File: config.mk
export PLATFORM = sky130hd
export DESIGN_NAME = regfile_2w2r
export DESIGN_NICKNAME = d
export VERILOG_FILES = /design/src/rtl/regfile_pkg.sv /design/src/rtl/rf_read_port.sv /design/src/rtl/regfile_2w2r.sv
export SDC_FILE = /design/constraint.sdc
export NUM_CORES = 1
export LEC_CHECK = 0
export CAP_MARGIN = 20
export CORE_UTILIZATION = 50
export DETAILED_ROUTE_END_ITERATION = 16
export PLACE_DENSITY = 0.69
export SYNTH_ARGS = -nofsm -noshare
export SYNTH_HDL_FRONTEND = slang
export SYNTH_SLANG_ARGS = --single-unit
File: constraint.sdc
create_clock -name clk -period 2.6 [get_ports clk]
set_clock_uncertainty 0.1 [all_clocks]
set_input_delay 0.52 -clock clk [delete_from_list [all_inputs] [get_ports clk]]
set_output_delay 0.52 -clock clk [all_outputs]
set_load 0.02 [all_outputs]
File: src/rtl/regfile_pkg.sv
// Shared defaults for the register file block.
// Every file that builds or instantiates the register file uses these widths.
package regfile_pkg;

    localparam int RF_DATA_W_DEF = 8;
    localparam int RF_ADDR_W_DEF = 4;

endpackage

File: src/rtl/rf_read_port.sv
// One register-file read port: address mux, optional write bypass, and output register.
// The top-level regfile_2w2r instantiates this module twice.
module rf_read_port
    import regfile_pkg::*;
#(
    parameter int          DATA_W   = RF_DATA_W_DEF,
    parameter int          ADDR_W   = RF_ADDR_W_DEF,
    parameter int unsigned DEPTH    = 1 << ADDR_W,
    parameter int          ZERO_REG = 0,
    parameter int          BYPASS   = 1
) (
    input  logic              clk,
    input  logic              Rst,
    input  logic              re,
    input  logic [ADDR_W-1:0] raddr,
    input  logic [DATA_W-1:0] mem [0:DEPTH-1],
    input  logic              we0,
    input  logic [ADDR_W-1:0] waddr0,
    input  logic [DATA_W-1:0] wdata0,
    input  logic              we1,
    input  logic [ADDR_W-1:0] waddr1,
    input  logic [DATA_W-1:0] wdata1,
    output logic [DATA_W-1:0] rdata
);

    logic [DATA_W-1:0] value;
    logic [DATA_W-1:0] rdata_d;
    logic [DATA_W-1:0] rdata_q;

    // The bypass checks port 1 first, so it matches the write-conflict priority.
    // The zero register overrides both the array and the bypass.
    always_comb begin
        value = mem[raddr];
        if (BYPASS != 0) begin
            if (we1 && (waddr1 == raddr)) begin
                value = wdata1;
            end else if (we0 && (waddr0 == raddr)) begin
                value = wdata0;
            end
        end
        if ((ZERO_REG != 0) && (raddr == '0)) begin
            value = '0;
        end
        rdata_d = rdata_q;
        if (re) begin
            rdata_d = value;
        end
    end

    always_ff @(posedge clk) begin
        if (Rst) begin
            rdata_q <= '0;
        end else begin
            rdata_q <= rdata_d;
        end
    end

    assign rdata = rdata_q;

endmodule

File: src/rtl/regfile_2w2r.sv
// Register file with two write ports, two registered read ports, and a shared read-valid flag.
// Port 1 wins a same-address write conflict. Options: write bypass and a hard-wired zero register.
module regfile_2w2r
    import regfile_pkg::*;
#(
    parameter int DATA_W   = RF_DATA_W_DEF,
    parameter int ADDR_W   = RF_ADDR_W_DEF,
    parameter int ZERO_REG = 0,
    parameter int BYPASS   = 1
) (
    input  logic              clk,
    input  logic              Rst,
    input  logic              we0,
    input  logic [ADDR_W-1:0] waddr0,
    input  logic [DATA_W-1:0] wdata0,
    input  logic              we1,
    input  logic [ADDR_W-1:0] waddr1,
    input  logic [DATA_W-1:0] wdata1,
    input  logic              re,
    input  logic [ADDR_W-1:0] raddr1,
    input  logic [ADDR_W-1:0] raddr2,
    output logic [DATA_W-1:0] rdata1,
    output logic [DATA_W-1:0] rdata2,
    output logic              rvalid
);

    localparam int unsigned DEPTH = 1 << ADDR_W;

    logic [DATA_W-1:0] mem_d [0:DEPTH-1];
    logic [DATA_W-1:0] mem_q [0:DEPTH-1];
    logic              rvalid_d;
    logic              rvalid_q;

    // Port 1 is applied after port 0, so it wins when both ports write the same address.
    always_comb begin
        mem_d = mem_q;
        if (we0) begin
            mem_d[waddr0] = wdata0;
        end
        if (we1) begin
            mem_d[waddr1] = wdata1;
        end
        if (ZERO_REG != 0) begin
            mem_d[0] = '0;
        end
        rvalid_d = re;
    end

    always_ff @(posedge clk) begin
        if (Rst) begin
            mem_q    <= '{default: '0};
            rvalid_q <= 1'b0;
        end else begin
            mem_q    <= mem_d;
            rvalid_q <= rvalid_d;
        end
    end

    rf_read_port #(
        .DATA_W   (DATA_W),
        .ADDR_W   (ADDR_W),
        .DEPTH    (DEPTH),
        .ZERO_REG (ZERO_REG),
        .BYPASS   (BYPASS)
    ) u_rd1 (
        .clk    (clk),
        .Rst    (Rst),
        .re     (re),
        .raddr  (raddr1),
        .mem    (mem_q),
        .we0    (we0),
        .waddr0 (waddr0),
        .wdata0 (wdata0),
        .we1    (we1),
        .waddr1 (waddr1),
        .wdata1 (wdata1),
        .rdata  (rdata1)
    );

    rf_read_port #(
        .DATA_W   (DATA_W),
        .ADDR_W   (ADDR_W),
        .DEPTH    (DEPTH),
        .ZERO_REG (ZERO_REG),
        .BYPASS   (BYPASS)
    ) u_rd2 (
        .clk    (clk),
        .Rst    (Rst),
        .re     (re),
        .raddr  (raddr2),
        .mem    (mem_q),
        .we0    (we0),
        .waddr0 (waddr0),
        .wdata0 (wdata0),
        .we1    (we1),
        .waddr1 (waddr1),
        .wdata1 (wdata1),
        .rdata  (rdata2)
    );

    assign rvalid = rvalid_q;

endmodule

==> results by group <==
STA
  – Worst Slack Setup Final: about 250 ps
  – Final hold viol count: 0
  – Final min period: between 2000 and 2500 ps
  – Fin crit share: about nine tenths
  – Fmax: ~420 MHz
  – Worst hold slack: about 400 ps
  – Slew @ Worst Pin: approximately 610 ps
  – RSZ-0062 raised after global routing: false
  – Sum Neg Setup Slack: 0 ps
  – Setup-failing EPs final: 0
  – Worst slew margin: 59.38%
  – Final Slew Violations: 0

GRT
  – Vias in the first global route: 7900
  – Largest net degree at the start of global routing: 57
  – First-pass GRT wire length: approximately 47 mm
  – Antenna violations before repair: 2
  – Grt ovf: 0
  – Gr usage total: a little over a third

Floorplan
  – Initial Utilization: approximately 50%
  – Die height: 137.0 um
  – Core ar.: ~18000 um^2
  – DIE AREA: roughly 19000 um^2
  – IO Pins: between 50 and 60
  – Row Count: 49
  – Die W: between 100 and 150 um

Synth
  – Mapped Nets: a little under 1000
  – Number of synthesized flops with an enable pin: 0
  – Area share of the largest cell type after synthesis: between 30% and 40%
  – Yosys warning count: 0
  – Xor/xnor share of the synthesized area: between 1.5 and 2%
  – Largest family of logic cells by synthesized area: multiplexers
  – Seq/Total Area, Yosys: 31.85%
  – Synth Flop Type: dfxtp_1
  – Netlist cell types: 46
  – Mapped Cells: ~950
  – Async S/R FF share, synth: 0%
  – Average footprint of a synthesized cell: between 9 and 10 um^2
  – Post-Synth Simple-Gate Area: 12.00%
  – Post-Synthesis Cell Area: slightly above 9000 um^2
  – Post-synthesis mux area share: 29.43%
  – Yosys top cell by area: dfxtp_1
  – Top area cells in the synthesized netlist: dfxtp_1 (32%), mux2i_1 (17%), mux4_2 (12%), a211oi_1 (11%), nor2_1 (6.5%)
  – Register bit total from synthesis: 145
  – Synth Area in Compound Gates: ~18%
  – Adder-Cell Fraction of Synth Area: 0%

Placed design
  – DP HPWL: around 23 mm
  – Number of instances in the placed design: ~1200
  – Placement Setup Slack: -67.15 ps
  – Port Buffers: 53
  – Cell Area, Placed: between 10000 and 15000 um^2
  – Final estimated routing congestion in global placement: just over 1

Worst setup path
  – Reg-to-reg setup timing slack: roughly 800 ps
  – WP data required: 2810 ps
  – Crit path cell chain: clkdlybuf4s50_1 > xnor2_1 > nand3_1 > o21ai_2 > a211oi_1 > a2111oi_1
  – Bufs and invs on worst path: 1
  – Critical path's slowest cell: clkdlybuf4s50_1
  – CP endpoint kind: flop
  – CP Class: in2reg
  – Crit Path Max Fanout: 8
  – Max incr delay on CP: approximately 530 ps
  – Startpoint types: input port
  – CP arrival: 2560 ps
  – Family with the most delay on the worst path: compound AO/OA/AOI/OAI gates

Clocking
  – TritonCTS clock tree: built
  – Clock Latency Late Sink: 430 ps
  – Post-cts sizing count: 0
  – Root buffer cell: clkbuf_16
  – CTS max path bufs: 2
  – Clock Sinks: 145
  – CTS Buf Count: 17
  – Reg clk slew, reported paths: ~60 ps
  – Htree depth: 4
  – Post-CTS Setup Inserts: 0
  – Post-CTS Hold Buffers: 0

Flow run
  – Max cap viols: 0

Cells and area
  – Util after Layout: roughly three fifths
  – Finished Layout Cells: around 1300
  – Share of post-route cells with drive strength above 1: 20.64%
  – Fill cells: approximately 1500
  – Nets@finish: between 1000 and 1500
  – Leading cell type in the layout, fill and taps excluded: nor2_1
  – Fin area: 10980 um^2
  – Antenna Cells: 0
  – Syn-to-layout area delta: 20.49%
  – Most frequent cells in the layout: nor2_1 (157), mux2i_1 (151), dfxtp_1 (145), a211oi_1 (128), buf_4 (89)

Drt
  – 1st-iter DRT viols: between 1000 and 1500
  – Detail Route Antenna Nets: 0
  – Vias per cell: ~6.7
  – Routed WL per cell: about 25 um
  – DRC viols: 0
  – Number of iterations in the first detailed-routing pass: 8
  – Via Count: ~8500
  – Wirelength, routed: 31.53 mm

Power and ir drop
  – Worst vdd ir: 0.0003272 V
  – Cell Pwr Density: 543.4 nW/um^2
  – Lkg Pwr: ~4 nW
  – Total power: 5.968 mW

Run status
  – Status: finished clean

Min path
  – Hold Crit Class: reg2reg
==> metal layers <==
layer	vias to the layer above	wire (um)	GRT usage, %
li1	3750	-	-
met1	4051	12880	46.81
met2	543	13490	50.87
met3	111	3494	8.407
met4	0	1661	19.23
met5	-	0	0
==> kinds of logic (layout without fill, tap and decap cells) <==
| group | after synthesis | in the layout |
|---|---|---|
| xor gates and xnor gates | 16 | 16 |
| AOI/OAI and AO/OA | 221 | 221 |
| muxes | 207 | 207 |
| and+or+nand+nor | 252 | 252 |
| DFF | 145 | 145 |
| buffers and inverters | 112 | 196 |
==> area by class of cell <==
cell class	instances	area, um^2	share of cell area [%]
inverters	6	22.52	0.2051
clock inverters	10	160.2	1.458
well taps	229	286.5	2.609
clock buffers	20	456.7	4.158
flip-flops and latches	145	2903	26.43
repair buffers	160	1554	14.15
multi-input cells	696	5600	50.99
==> final timing paths <==
path | depth (start not counted) | to | start
setup / recovery | 6 | u_rd1.rdata[1]$_SDFFE_PP0P_ | waddr0[1]
hold / removal | 2 | u_rd1.rdata[3]$_SDFFE_PP0P_ | u_rd1.rdata[3]$_SDFFE_PP0P_
setup reg to reg | 6 | u_rd2.rdata[1]$_SDFFE_PP0P_ | mem_q[65]$_SDFF_PP0_
hold reg to reg | 2 | u_rd1.rdata[3]$_SDFFE_PP0P_ | u_rd1.rdata[3]$_SDFFE_PP0P_
==> worst register-to-register path: cells and delay by family (launching register included) <==
kind                   cells  cell delay (ps)
muxes                      1              260
buffers and inverters      1              180
AOI/OAI and AO/OA          4              780
DFF                        1              330
==> state kept, by name (all words and copies together), names as in the netlist <==
signal / count
rvalid: 1
u_rd1.rdata: 8
u_rd2.rdata: 8
mem_q: 128
==> cell usage after synthesis (7+ instances only) <==
library cell,count
a211oi_1,128
a21oi_1,14
a221oi_1,13
a22oi_1,19
a311oi_1,8
buf_1,7
buf_2,14
buf_4,7
buf_6,16
clkbuf_1,60
dfxtp_1,145
mux2_2,8
mux2i_1,151
mux4_2,48
nand2_1,33
nand3_1,14
nor2_1,157
nor2_2,9
nor2b_1,8
o21ai_0,9
o221ai_1,8
or3_1,9
xnor2_1,10
==> where the power goes <==
part           switching, mW  total, mW  leakage, nW  internal [mW]
sequential            0.0600       2.37         1.18           2.31
combinational          0.556      0.977         2.56          0.422
clock                  0.981       2.62        0.302           1.64
(Power assumes the default switching activity.)
==> variant: new RTL, config.mk and constraints unchanged <==
`RF_DATA_W_DEF`: 8 -> 7.
--- a/src/rtl/regfile_pkg.sv
+++ b/src/rtl/regfile_pkg.sv
@@ -2,7 +2,7 @@
 // Every file that builds or instantiates the register file uses these widths.
 package regfile_pkg;
 
-    localparam int RF_DATA_W_DEF = 8;
+    localparam int RF_DATA_W_DEF = 7;
     localparam int RF_ADDR_W_DEF = 4;
 
 endpackage
Ports: changed (resized rdata1, rdata2, wdata0 and wdata1); port bits go from 54 to 50. No check against the original RTL was run, so the function may have changed too.
==> variant against the unedited design <==
Routed wire length down 8.8%; critical path depth unchanged; area after synthesis down 12%; utilization up 1.1 points; design area down 10%; global-route usage up 1.3 points; sequential cell count down 18; setup slack better by 110 ps; power down 8.7%; critical path type unchanged; critical endpoint is now mem_q[111]; largest cell class unchanged.
==> variant: results (changes against the unedited design) <==
* Routability congestion estimate at 0.961 (-5.1%)
* First-pass GRT wire length at 43.9 mm (-7.2%)
* Multi-input gates at 593 (-15%)
* Synth Instances at 828 (-13%)
* DR vias/cell at 6.55 (-1.9%)
* Logic inverters at 15 (+9)
* Metal3 WL at 2.27 mm (-35%)
* GRT Total Usage at 0.360 (+0.0125)
* Reg area at 0.00254 mm² (-12%)
* Status: complete, no violations
* Comb group at 882 µW (-9.7%)
* Reg2reg path depth at 7 (+1)
* Initial antenna violation count at 0 (-2)
* Number of global-route vias before repair at 7,222 (-8.6%)
* Crit path DAT at 2430 ps (-130 ps)
* Area contributors post-synth: dfxtp_1 (32%), mux2i_1 (18%), a211oi_1 (11%)
* Relative slew slack at 0.611 (+0.0174)
* Netlist cell types at 42 (-8.7%)
* IO buf count at 49 (-7.5%)
* Flops & latches, synth at 127 (-12%)
* Syn_nets at 863 (-13%)
* Bufs w/o clock at 140 (-13%)
* Met2 usage at 0.579 (+0.0703)
* DP HPWL at 20.4 mm (-9.5%)
* Pre-CTS setup slack at -30.2 ps (+37.0 ps)
* GR met1 Demand/Resource at 0.474 (+0.00616)
* Inst Count DP at 1,091 (-12%)
* Max reg flops at 112 (-13%)
* Share of cells above drive strength 1 at 0.212 (+0.00532)
* DP Area at 0.00928 mm² (-10%)
* Met2 wire len at 13.4 mm (-0.34%)
* Clock buffer count at 19 (-5.0%)
## variant: changes by cell type in the layout (fill, tap and decap cells not counted), moves of 9 or more
cell and delta:
a211oi_1 -9, a22oi_1 -16, buf_4 -15, dfxtp_1 -18, mux4_1 +12, mux4_2 -17
nand2_1 -15, nor2_1 -21
## variant: critical path, stage by stage
cell and delay, ps:
clkdlybuf4s50_1 510, buf_4 200, nor3b_1 430, nand2_1 460, nor2_1 230, a211oi_1 70
## variant: worst paths after layout
kind                  start        endpoint  slack (ps)
setup reg to reg  mem_q[29]  u_rd1.rdata[1]         770
hold reg to reg   mem_q[70]       mem_q[70]         470
setup / recovery  waddr1[2]      mem_q[111]         350
hold / removal          Rst          rvalid         390
## variant: logic make-up after synthesis
| logic type | Yosys count | share of synthesized area |
|---|---|---|
| mux | 191 | 0.310 |
| flops | 127 | 0.316 |
| buf+inv | 108 | 0.0606 |
| compound gates | 177 | 0.178 |
| simple gates | 209 | 0.118 |
| xor+xnor | 16 | 0.0174 |
